**config.mk**
```make
export PLATFORM = sky130hd
export DESIGN_NAME = proc_fetch_unit_flat
export DESIGN_NICKNAME = d
export VERILOG_FILES = /design/src/rtl/proc_fetch_pkg.sv /design/src/rtl/proc_fetch_unit_if.sv /design/src/rtl/proc_fetch_tag_queue.sv /design/src/rtl/proc_fetch_unit.sv /design/src/flat_wrapper.sv
export SDC_FILE = /design/constraint.sdc
export NUM_CORES = 1
export LEC_CHECK = 0
export CORE_ASPECT_RATIO = 0.7
export CORE_MARGIN = 2
export CORE_UTILIZATION = 46
export DETAILED_ROUTE_END_ITERATION = 6
export PLACE_DENSITY = 0.8
export SLEW_MARGIN = 20
export SYNTH_ARGS = -nofsm -noshare
export SYNTH_HDL_FRONTEND = slang
export SYNTH_SLANG_ARGS = --single-unit
```
**constraint.sdc**
```tcl
create_clock -name clk -period 3.5 [get_ports clk]
set_input_delay 0.35 -clock clk [delete_from_list [all_inputs] [get_ports clk]]
set_output_delay 0.35 -clock clk [all_outputs]
set_load 0.1 [all_outputs]
```
**src/rtl/proc_fetch_pkg.sv**
```systemverilog
// Shared types and constants for the F-stage fetch unit and its tag queue.
package proc_fetch_pkg;

  localparam logic [31:0] c_reset_vector = 32'h0000_0200;
  localparam logic [31:0] c_inst_nop     = 32'h0000_0013;

  typedef logic [31:0] fetch_tag_t;

  // Counter width able to hold 0..max_inflight inclusive.
  function automatic int unsigned inflight_cnt_w(input int unsigned max_inflight);
    return $clog2(max_inflight + 1);
  endfunction

endpackage

```
**src/rtl/proc_fetch_unit_if.sv**
```systemverilog
// Fetch unit boundary: redirect, imem request/response and the D-stage handshake.
interface proc_fetch_unit_if #(
  parameter int unsigned p_max_inflight = 2
);
  import proc_fetch_pkg::*;

  localparam int unsigned CntW = inflight_cnt_w(p_max_inflight);

  logic            redirect_val;
  logic [31:0]     redirect_target;
  logic            imem_req_val;
  logic            imem_req_rdy;
  logic [31:0]     imem_req_addr;
  logic            imem_resp_val;
  logic            imem_resp_rdy;
  logic [31:0]     imem_resp_data;
  logic            inst_val_D;
  logic            inst_rdy_D;
  logic [31:0]     inst_D;
  logic [31:0]     pc_D;
  logic [CntW-1:0] num_inflight;

  modport master (
    input  redirect_val, redirect_target, imem_req_rdy, imem_resp_val,
           imem_resp_data, inst_rdy_D,
    output imem_req_val, imem_req_addr, imem_resp_rdy, inst_val_D, inst_D,
           pc_D, num_inflight
  );

  modport slave (
    output redirect_val, redirect_target, imem_req_rdy, imem_resp_val,
           imem_resp_data, inst_rdy_D,
    input  imem_req_val, imem_req_addr, imem_resp_rdy, inst_val_D, inst_D,
           pc_D, num_inflight
  );

endinterface

```
**src/rtl/proc_fetch_tag_queue.sv**
```systemverilog
// Circular FIFO of fetch PCs, one entry per outstanding imem request.
module proc_fetch_tag_queue
  import proc_fetch_pkg::*;
#(
  parameter int unsigned p_depth = 2
) (
  input  logic       clk,
  input  logic       reset,
  input  logic       push_i,
  input  fetch_tag_t push_tag_i,
  input  logic       pop_i,
  output fetch_tag_t head_tag_o,
  output logic       full_o,
  output logic       empty_o
);

  localparam int unsigned PtrW = (p_depth > 1) ? $clog2(p_depth) : 1;
  localparam int unsigned CntW = inflight_cnt_w(p_depth);

  fetch_tag_t      mem_q [p_depth];
  logic [PtrW-1:0] head_q, head_d;
  logic [PtrW-1:0] tail_q, tail_d;
  logic [CntW-1:0] cnt_q, cnt_d;
  logic            do_push, do_pop;

  function automatic logic [PtrW-1:0] ptr_inc(input logic [PtrW-1:0] p);
    return (p == PtrW'(p_depth - 1)) ? '0 : p + 1'b1;
  endfunction

  assign empty_o    = (cnt_q == '0);
  assign full_o     = (cnt_q == CntW'(p_depth));
  assign head_tag_o = mem_q[head_q];

  // When full, a push is only legal alongside a pop; the head is read before it is overwritten.
  assign do_pop  = pop_i & ~empty_o;
  assign do_push = push_i & (~full_o | do_pop);

  always_comb begin
    head_d = do_pop  ? ptr_inc(head_q) : head_q;
    tail_d = do_push ? ptr_inc(tail_q) : tail_q;
    cnt_d  = cnt_q + CntW'(do_push) - CntW'(do_pop);
  end

  always_ff @(posedge clk) begin
    if (!reset) begin
      head_q <= '0;
      tail_q <= '0;
      cnt_q  <= '0;
    end else begin
      head_q <= head_d;
      tail_q <= tail_d;
      cnt_q  <= cnt_d;
    end
  end

  always_ff @(posedge clk) begin
    if (do_push) mem_q[tail_q] <= push_tag_i;
  end

endmodule

```
**src/rtl/proc_fetch_unit.sv**
```systemverilog
// F-stage front end: sequential PC generation, in-order imem tracking, redirect squash.
// Optional PROC_FETCH_STATS_EN adds num_fetched/num_dropped counters.
module proc_fetch_unit
  import proc_fetch_pkg::*;
#(
  parameter logic [31:0] p_reset_vector = c_reset_vector,
  parameter int unsigned p_max_inflight = 2
) (
  input  logic              clk,
  input  logic              reset,
`ifdef PROC_FETCH_STATS_EN
  output logic [31:0]       num_fetched,
  output logic [31:0]       num_dropped,
`endif
  proc_fetch_unit_if.master bus
);

  localparam int unsigned CntW = inflight_cnt_w(p_max_inflight);

  logic [31:0]     pc_q, pc_d;
  logic [CntW-1:0] inflight_q, inflight_d;
  logic [CntW-1:0] drop_q, drop_d;
  logic            q_full, q_empty;
  fetch_tag_t      q_head;
  logic            req_fire, resp_fire, squash;

  // Request side: slot availability depends only on registered state.
  assign bus.imem_req_addr = bus.redirect_val ? bus.redirect_target : pc_q;
  assign bus.imem_req_val  = reset & (inflight_q < CntW'(p_max_inflight)) & ~q_full;
  assign req_fire          = bus.imem_req_val & bus.imem_req_rdy;

  // Response side: squashed responses are always drained, otherwise D provides backpressure.
  assign squash            = bus.redirect_val | (drop_q != '0);
  assign bus.imem_resp_rdy = reset & (squash | bus.inst_rdy_D);
  assign resp_fire         = bus.imem_resp_val & bus.imem_resp_rdy;

  assign bus.inst_val_D    = reset & bus.imem_resp_val & ~squash;
  assign bus.inst_D        = bus.imem_resp_data;
  assign bus.pc_D          = q_head;
  assign bus.num_inflight  = inflight_q;

  always_comb begin
    pc_d       = req_fire ? bus.imem_req_addr + 32'd4 : bus.imem_req_addr;
    inflight_d = inflight_q + CntW'(req_fire) - CntW'(resp_fire);
    if (bus.redirect_val) begin
      drop_d = inflight_q - CntW'(resp_fire);
    end else begin
      drop_d = drop_q - CntW'(resp_fire && (drop_q != '0));
    end
  end

  always_ff @(posedge clk) begin
    if (!reset) begin
      pc_q       <= p_reset_vector;
      inflight_q <= '0;
      drop_q     <= '0;
    end else begin
      pc_q       <= pc_d;
      inflight_q <= inflight_d;
      drop_q     <= drop_d;
    end
  end

  proc_fetch_tag_queue #(
    .p_depth (p_max_inflight)
  ) u_tag_queue (
    .clk        (clk),
    .reset      (reset),
    .push_i     (req_fire),
    .push_tag_i (bus.imem_req_addr),
    .pop_i      (resp_fire),
    .head_tag_o (q_head),
    .full_o     (q_full),
    .empty_o    (q_empty)
  );

`ifdef PROC_FETCH_STATS_EN
  logic [31:0] fetched_q, fetched_d;
  logic [31:0] dropped_q, dropped_d;

  always_comb begin
    fetched_d = fetched_q + 32'(resp_fire & ~squash & bus.inst_rdy_D);
    dropped_d = dropped_q + 32'(resp_fire & squash);
  end

  always_ff @(posedge clk) begin
    if (!reset) begin
      fetched_q <= '0;
      dropped_q <= '0;
    end else begin
      fetched_q <= fetched_d;
      dropped_q <= dropped_d;
    end
  end

  assign num_fetched = fetched_q;
  assign num_dropped = dropped_q;
`endif

`ifndef SYNTHESIS
  always @(posedge clk) begin
    if (reset) begin
      assert (!(bus.imem_resp_val && inflight_q == '0))
        else $error("imem response arrived with no request outstanding");
      assert (!(bus.redirect_val && bus.redirect_target[1:0] != 2'b00))
        else $error("redirect target is not word aligned");
      assert (!(q_empty && inflight_q != '0))
        else $error("tag queue empty while requests are outstanding");
    end
  end
`endif

endmodule

```
**src/flat_wrapper.sv**
```systemverilog
// flat-port wrapper written by rule: the top's interface ports become plain ports
module proc_fetch_unit_flat import proc_fetch_pkg::*;
#(
  parameter logic [31:0] p_reset_vector = c_reset_vector,
  parameter int unsigned p_max_inflight = 2
)
  (clk, reset, bus_redirect_val, bus_redirect_target, bus_imem_req_rdy, bus_imem_resp_val, bus_imem_resp_data, bus_inst_rdy_D, bus_imem_req_val, bus_imem_req_addr, bus_imem_resp_rdy, bus_inst_val_D, bus_inst_D, bus_pc_D, bus_num_inflight);
  proc_fetch_unit_if #(.p_max_inflight(p_max_inflight)) bus_i ();
  input  logic clk;
  input  logic reset;
  input wire logic [$bits(bus_i.redirect_val)-1:0] bus_redirect_val;
  input wire logic [$bits(bus_i.redirect_target)-1:0] bus_redirect_target;
  input wire logic [$bits(bus_i.imem_req_rdy)-1:0] bus_imem_req_rdy;
  input wire logic [$bits(bus_i.imem_resp_val)-1:0] bus_imem_resp_val;
  input wire logic [$bits(bus_i.imem_resp_data)-1:0] bus_imem_resp_data;
  input wire logic [$bits(bus_i.inst_rdy_D)-1:0] bus_inst_rdy_D;
  output wire logic [$bits(bus_i.imem_req_val)-1:0] bus_imem_req_val;
  output wire logic [$bits(bus_i.imem_req_addr)-1:0] bus_imem_req_addr;
  output wire logic [$bits(bus_i.imem_resp_rdy)-1:0] bus_imem_resp_rdy;
  output wire logic [$bits(bus_i.inst_val_D)-1:0] bus_inst_val_D;
  output wire logic [$bits(bus_i.inst_D)-1:0] bus_inst_D;
  output wire logic [$bits(bus_i.pc_D)-1:0] bus_pc_D;
  output wire logic [$bits(bus_i.num_inflight)-1:0] bus_num_inflight;
  assign bus_i.redirect_val = bus_redirect_val;
  assign bus_i.redirect_target = bus_redirect_target;
  assign bus_i.imem_req_rdy = bus_imem_req_rdy;
  assign bus_i.imem_resp_val = bus_imem_resp_val;
  assign bus_i.imem_resp_data = bus_imem_resp_data;
  assign bus_i.inst_rdy_D = bus_inst_rdy_D;
  assign bus_imem_req_val = bus_i.imem_req_val;
  assign bus_imem_req_addr = bus_i.imem_req_addr;
  assign bus_imem_resp_rdy = bus_i.imem_resp_rdy;
  assign bus_inst_val_D = bus_i.inst_val_D;
  assign bus_inst_D = bus_i.inst_D;
  assign bus_pc_D = bus_i.pc_D;
  assign bus_num_inflight = bus_i.num_inflight;
  proc_fetch_unit #(.p_reset_vector(p_reset_vector), .p_max_inflight(p_max_inflight)) u_core (.clk(clk), .reset(reset), .bus(bus_i));
endmodule
```
Yosys cells after proc, flatten, opt, wreduce, memory -nomap -nowiden
Memory sizes are Yosys's and may differ from the RTL's. A register that Yosys moved wholly into a read port is not among the register bits.
Cells that the tools add are included.
Operators by class
  multiplexer cells: 9
  equality and inequality tests: 1
  magnitude comparators: 1
  reductions and logical operators: 3
  $add $sub $neg: 9
  bitwise gates (word level): 15
Operator list (number)
  $mux W32: 2
  $add A32 B3 Y32 const B: 1
  $and A1 B1 Y1: 9
  $sub A2 B1 Y2: 4
  $mux W1: 6
  $add A2 B1 Y2: 2
  $not A1 Y1: 3
  $or A1 B1 Y1: 3
  $add A1 B1 Y1 const B: 2
  $eq A2 B2 Y1 const B: 1
  $logic_not A2 Y1: 1
  $lt A2 B2 Y1 const B: 1
  $mux W2: 1
  $reduce_bool A2 Y1: 1
  $logic_and A1 B1 Y1: 1
Word-level totals
  word-level logic and storage cells: 45
  memory bits (writable): 64
  memories: 1
  register bits: 40
Memories
  u_core.u_tag_queue.mem_q: depth 2, width 32, read ports 1, clocked after memory_dff 1, wr ports 1, line proc_fetch_tag_queue.sv:20  | fetch_tag_t mem_q [p_depth];

Logic depth before layout (Yosys ltp)
  depth in word-level cells: 10
  gate-level depth with buffers: 11
  mapped depth without buffers: 8

Cells and area by module
A second synthesis with hierarchy kept.
Second synthesis, totals
  cell total of the unflattened synthesis: 445
  area total of the unflattened synthesis: 5368.9 um^2
By module, submodules not included
  proc_fetch_tag_queue: seq. area each 2021.9 um^2, area an instance 2702.6 um^2, cells each 132, instances 1
  proc_fetch_unit: seq. area each 720.7 um^2, area an instance 2666.3 um^2, cells each 313, instances 1

Worst setup path after synthesis
No wires, ideal clock.
  path kind: register -> register
  from: register u_core.inflight_q[1], in the netlist u_core.bus.num_inflight[1]
  to: memory u_core.u_tag_queue.mem_q[0][0] (netlist bit) (enable)
  buffers on the path: 0
  data required time: 3079 ps
  data arrival time: 4056 ps
  setup time: 421 ps
  period minus slack after synthesis: 4477 ps
  setup slack: -977 ps
  stages on the path, launching flop included: 5
  path through: dfxtp_1 > nand2b_1 > nor2_1 > nand2_1 > nor2_1
On the way
  cells in the longest elaborated chain, start to end: 7
RTL lines
  start, declared: line proc_fetch_unit.sv:21  | logic [CntW-1:0] inflight_q, inflight_d;
  start signal, assigned: line proc_fetch_unit.sv:59  | inflight_q <= inflight_d;
  $lt A2 B2 Y1: line proc_fetch_unit.sv:29  | assign bus.imem_req_val = reset & (inflight_q < CntW'(p_max_inflight)) & ~q_full;
  $and A1 B1 Y1 (2 in series): line proc_fetch_unit.sv:29
  net bus_imem_req_val: line flat_wrapper.sv:17  | output wire logic [$bits(bus_i.imem_req_val)-1:0] bus_imem_req_val;
  $and A1 B1 Y1: line proc_fetch_unit.sv:30  | assign req_fire = bus.imem_req_val & bus.imem_req_rdy;
  $and A1 B1 Y1: line proc_fetch_tag_queue.sv:36  | assign do_push = push_i & (~full_o | do_pop);
  $mux W1: line proc_fetch_tag_queue.sv:57  | if (do_push) mem_q[tail_q] <= push_tag_i;
  $mux W1 (not written as such): line proc_fetch_tag_queue.sv:57
  end, declared: line proc_fetch_tag_queue.sv:20
The timed path passes the listed nets, and every way through them passes these cells.

Worst setup path in the final report
  from: input bus_redirect_val
  to: register u_core.pc_q[24]
On the way
  cells in the longest elaborated chain, start to end: 3
RTL lines
  start, declared: line flat_wrapper.sv:11  | input wire logic [$bits(bus_i.redirect_val)-1:0] bus_redirect_val;
  $mux W32 *: line proc_fetch_unit.sv:28  | assign bus.imem_req_addr = bus.redirect_val ? bus.redirect_target : pc_q;
  $add A32 B3 Y32: line proc_fetch_unit.sv:43  | pc_d = req_fire ? bus.imem_req_addr + 32'd4 : bus.imem_req_addr;
  $mux W32 *: line proc_fetch_unit.sv:43
  end signal, assigned: line proc_fetch_unit.sv:54  | pc_q <= p_reset_vector;
  end signal, assigned: line proc_fetch_unit.sv:58  | pc_q <= pc_d;
  end, declared: line proc_fetch_unit.sv:20  | logic [31:0] pc_q, pc_d;
Mark *: on every way between the ends. The rest lies on a longest branch, timed or not.
A chain may end at the register's enable or synchronous reset.

==> results.yml <==
grt:
  grt_max_degree: 44
  antenna_found_initial: 0
  track_usage: 0.191
  first_global_vias: 3432
  grt_overflow: 0
  grt_pass1_wl_um: 17800
synthesis:
  ys_types: 57
  synth_area_leaders: "edfxtp_1, dfxtp_1, mux2_2, buf_4, nand2_1"
  syn_avg_cell_area_um2: 12.0
  synth_top_area_cell: "edfxtp_1"
  synth_top_area_share: 0.376
  synthCells: 427
  synth_seq_area_share: 0.536
  yosysWarnings: 0
  syn_nets: 503
  synth-edff-count: 64
  ys_ff_latch: 105
  synthesis.area_um2: 5120
  async_flop_share: 0
  synth_flop_cell: "edfxtp_1"
clock_network:
  post_cts_resized: 0
  cts_buffer_depth: 2
  clockRootBuffer: "clkbuf_16"
  numClockSinks: 105
  clk_pin_slew_ns: 0.06
  cts_setup_buffers: 0
  cts_hold_buf: 0
  cts_tree: "yes"
  cts_max_level: 3
  cts-buffers-inserted: 9
  clk_latency_ns: 0.34
worst_setup_path:
  r2r_end: "u_core.pc_q[24]"
  critPathKind: "primary input to flip-flop"
  end_kind: "flip-flop"
  worstPathArrival_ns: 3.11
  reg2reg_from: "u_core.pc_q[12]"
  crit_required_ns: 3.77
  cp-start-kind: "primary input"
  r2r_slack_ns: 1.01
  crit_fanout: 43
  worst_r2r_path_depth: 5
placed_design:
  io_buffers: 106
  placed_cell_area_um2: 5950
  place_ws_ns: 0.410
  dp_hpwl_um: 8190
  gp_congestion: 0.821
  placed_cells: 640
floorplanning:
  die_h_um: 92.2
  die_w_um: 130
  initial_core_util: 0.468
  core_area_um2: 10900
  io_pins: 171
  dieArea_um2: 12000
  rows: 32
sta:
  slew_violations: 0
  worstMarginPinSlew_ns: 0.968
  setup_tns_ns: 0
  slew_headroom: 0.352
  finalCriticalPeriod_ns: 2.83
  finalWorstSetupSlack_ns: 0.666
  setup_violations: 0
  fmax_ghz: 0.353
  fin_crit_sh: 0.810
  rsz0062_at_grt: "false"
  fin_worst_skew_ns: 0.00587
  hold_violations: 0
drt:
  drt-initial-drc-count: 295
  wl_um: 11400
  vias_per_cell: 5.43
  drt.antenna.violating_nets: 0
  avgRoutedWirePerCell_um: 17.4
  route.detailed.drc: 0
  num_vias: 3564
  drt-pass1-iter-count: 5
finish:
  antenna_cells: 0
  fillers: 935
  area_growth_pct: 21.3
  fin_area_um2: 6200
  final_nets: 574
  drive_gt1_frac: 0.324
  layoutNonFillerInstCount: 656
pwr:
  power_w: 0.00348
  ir_drop_mv: 0.341
  leakagePower_nw: 2.35
  p_per_area_nw_per_um2: 561
min_path:
  hp-class: "flip-flop to flip-flop"
  hp-start: "u_core.u_tag_queue.head_q"
  hold_depth: 2
flow_run:
  max_cap_viol_count: 0
outcome:
  status: "complete, no violations"
stage by stage:
stage	util	hold WS [ns]
finish	0.568	0.521
global route	0.568	0.544
CTS	0.568	0.526
detailed placement	0.544	0.505
global placement	0.544	0.493
floorplan	-	0.481
cell families (layout without fill, tap and decap cells):
kind of cell	Yosys count	count (layout)	share of synthesized area
simple gates	124	124	0.139
flops	105	105	0.536
mux	67	67	0.146
buf+inv	65	141	0.0753
compound gates	46	46	0.0655
xor+xnor	14	14	0.0240
fa+ha+maj	6	6	0.0147
area by class of cell:
class | count | area [um2] | share of cell area
clock buffer | 11 | 233 | 0.0375
clock inverter | 5 | 22.5 | 0.00363
inverter | 13 | 48.8 | 0.00787
multi-input combinational | 257 | 2010 | 0.323
sequential | 105 | 2740 | 0.442
tap | 153 | 191 | 0.0309
timing repair buffer | 112 | 958 | 0.154
report_power, final:
group | switching [W] | total, W | internal [W]
Sequential | 0.0000500 | 0.00146 | 0.00141
Clock | 0.000412 | 0.000886 | 0.000474
Combinational | 0.000852 | 0.00114 | 0.000283
flip-flops by register name, indices dropped and copies added, names as in the netlist, named ones only:
signal and flops:
u_core.bus.num_inflight 2, u_core.u_tag_queue.mem_q 64, u_core.u_tag_queue.head_q 1, u_core.u_tag_queue.cnt_q 2, u_core.drop_q 2, u_core.u_tag_queue.tail_q 1, u_core.pc_q 32
cells in the final DEF, fill, tap and decap left out, types with 4 or more instances in the layout:
cell type,n
nand3_1,11
buf_4,71
clkbuf_16,9
edfxtp_1,64
o21ai_0,9
xor2_1,6
xnor2_1,8
dfxtp_1,40
inv_1,13
nor2_1,18
clkdlybuf4s50_1,38
and2_1,7
ha_1,6
nand4b_1,4
mux2i_1,8
nand2_1,24
nand4_1,11
nor3_1,10
mux2_2,58
a21oi_1,12
a211oi_1,4
and3_1,4
synth_stat cells (3+ instances only):
cell      number
a211oi_1       4
a21oi_1       12
a31oi_1        3
and2_1         8
and3_1         4
and4_1         3
buf_1          4
buf_4         35
clkbuf_1      10
dfxtp_1       41
edfxtp_1      64
ha_1           6
inv_1         13
mux2_2        58
mux2i_1        8
nand2_1       24
nand3_1       11
nand3b_1       3
nand4_1       11
nand4b_1       4
nor2_1        20
nor2b_1        3
nor3_1        10
nor3b_1        3
o21ai_0        9
or2_2          3
or3_1          3
xnor2_1        8
xor2_1         6
layer usage:
| layer | share of wire | vias up | GRT usage | wire (um) |
|---|---|---|---|---|
| li1 | - | 1679 | - | - |
| met1 | 0.46 | 1704 | 0.265 | 5210 |
| met2 | 0.45 | 142 | 0.293 | 5110 |
| met3 | 0.072 | 39 | 0.0537 | 821 |
| met4 | 0.022 | 0 | 0.0565 | 253 |
| met5 | 0 | - | 0 | 0 |
worst max path at each step:
stage	endpoint	from	slack, ns
after detailed placement	u_core.pc_q[24]	bus_redirect_val	0.41
after CTS	u_core.pc_q[24]	bus_redirect_val	0.74
after global routing	u_core.pc_q[26]	bus_redirect_val	0.54
final	u_core.pc_q[24]	bus_redirect_val	0.67
after global placement	u_core.pc_q[24]	bus_redirect_val	0.48
after floorplan	u_core.pc_q[24]	bus_redirect_val	0.08
critical path, cell delays in order:
cell	delay (ns)
buf_2	0.40
buf_12	0.28
nand4_2	0.16
a222oi_1	0.84
nand3_2	0.34
or4_1	0.55
a21oi_1	0.15
No activity file was read; power rests on OpenSTA's default activity.
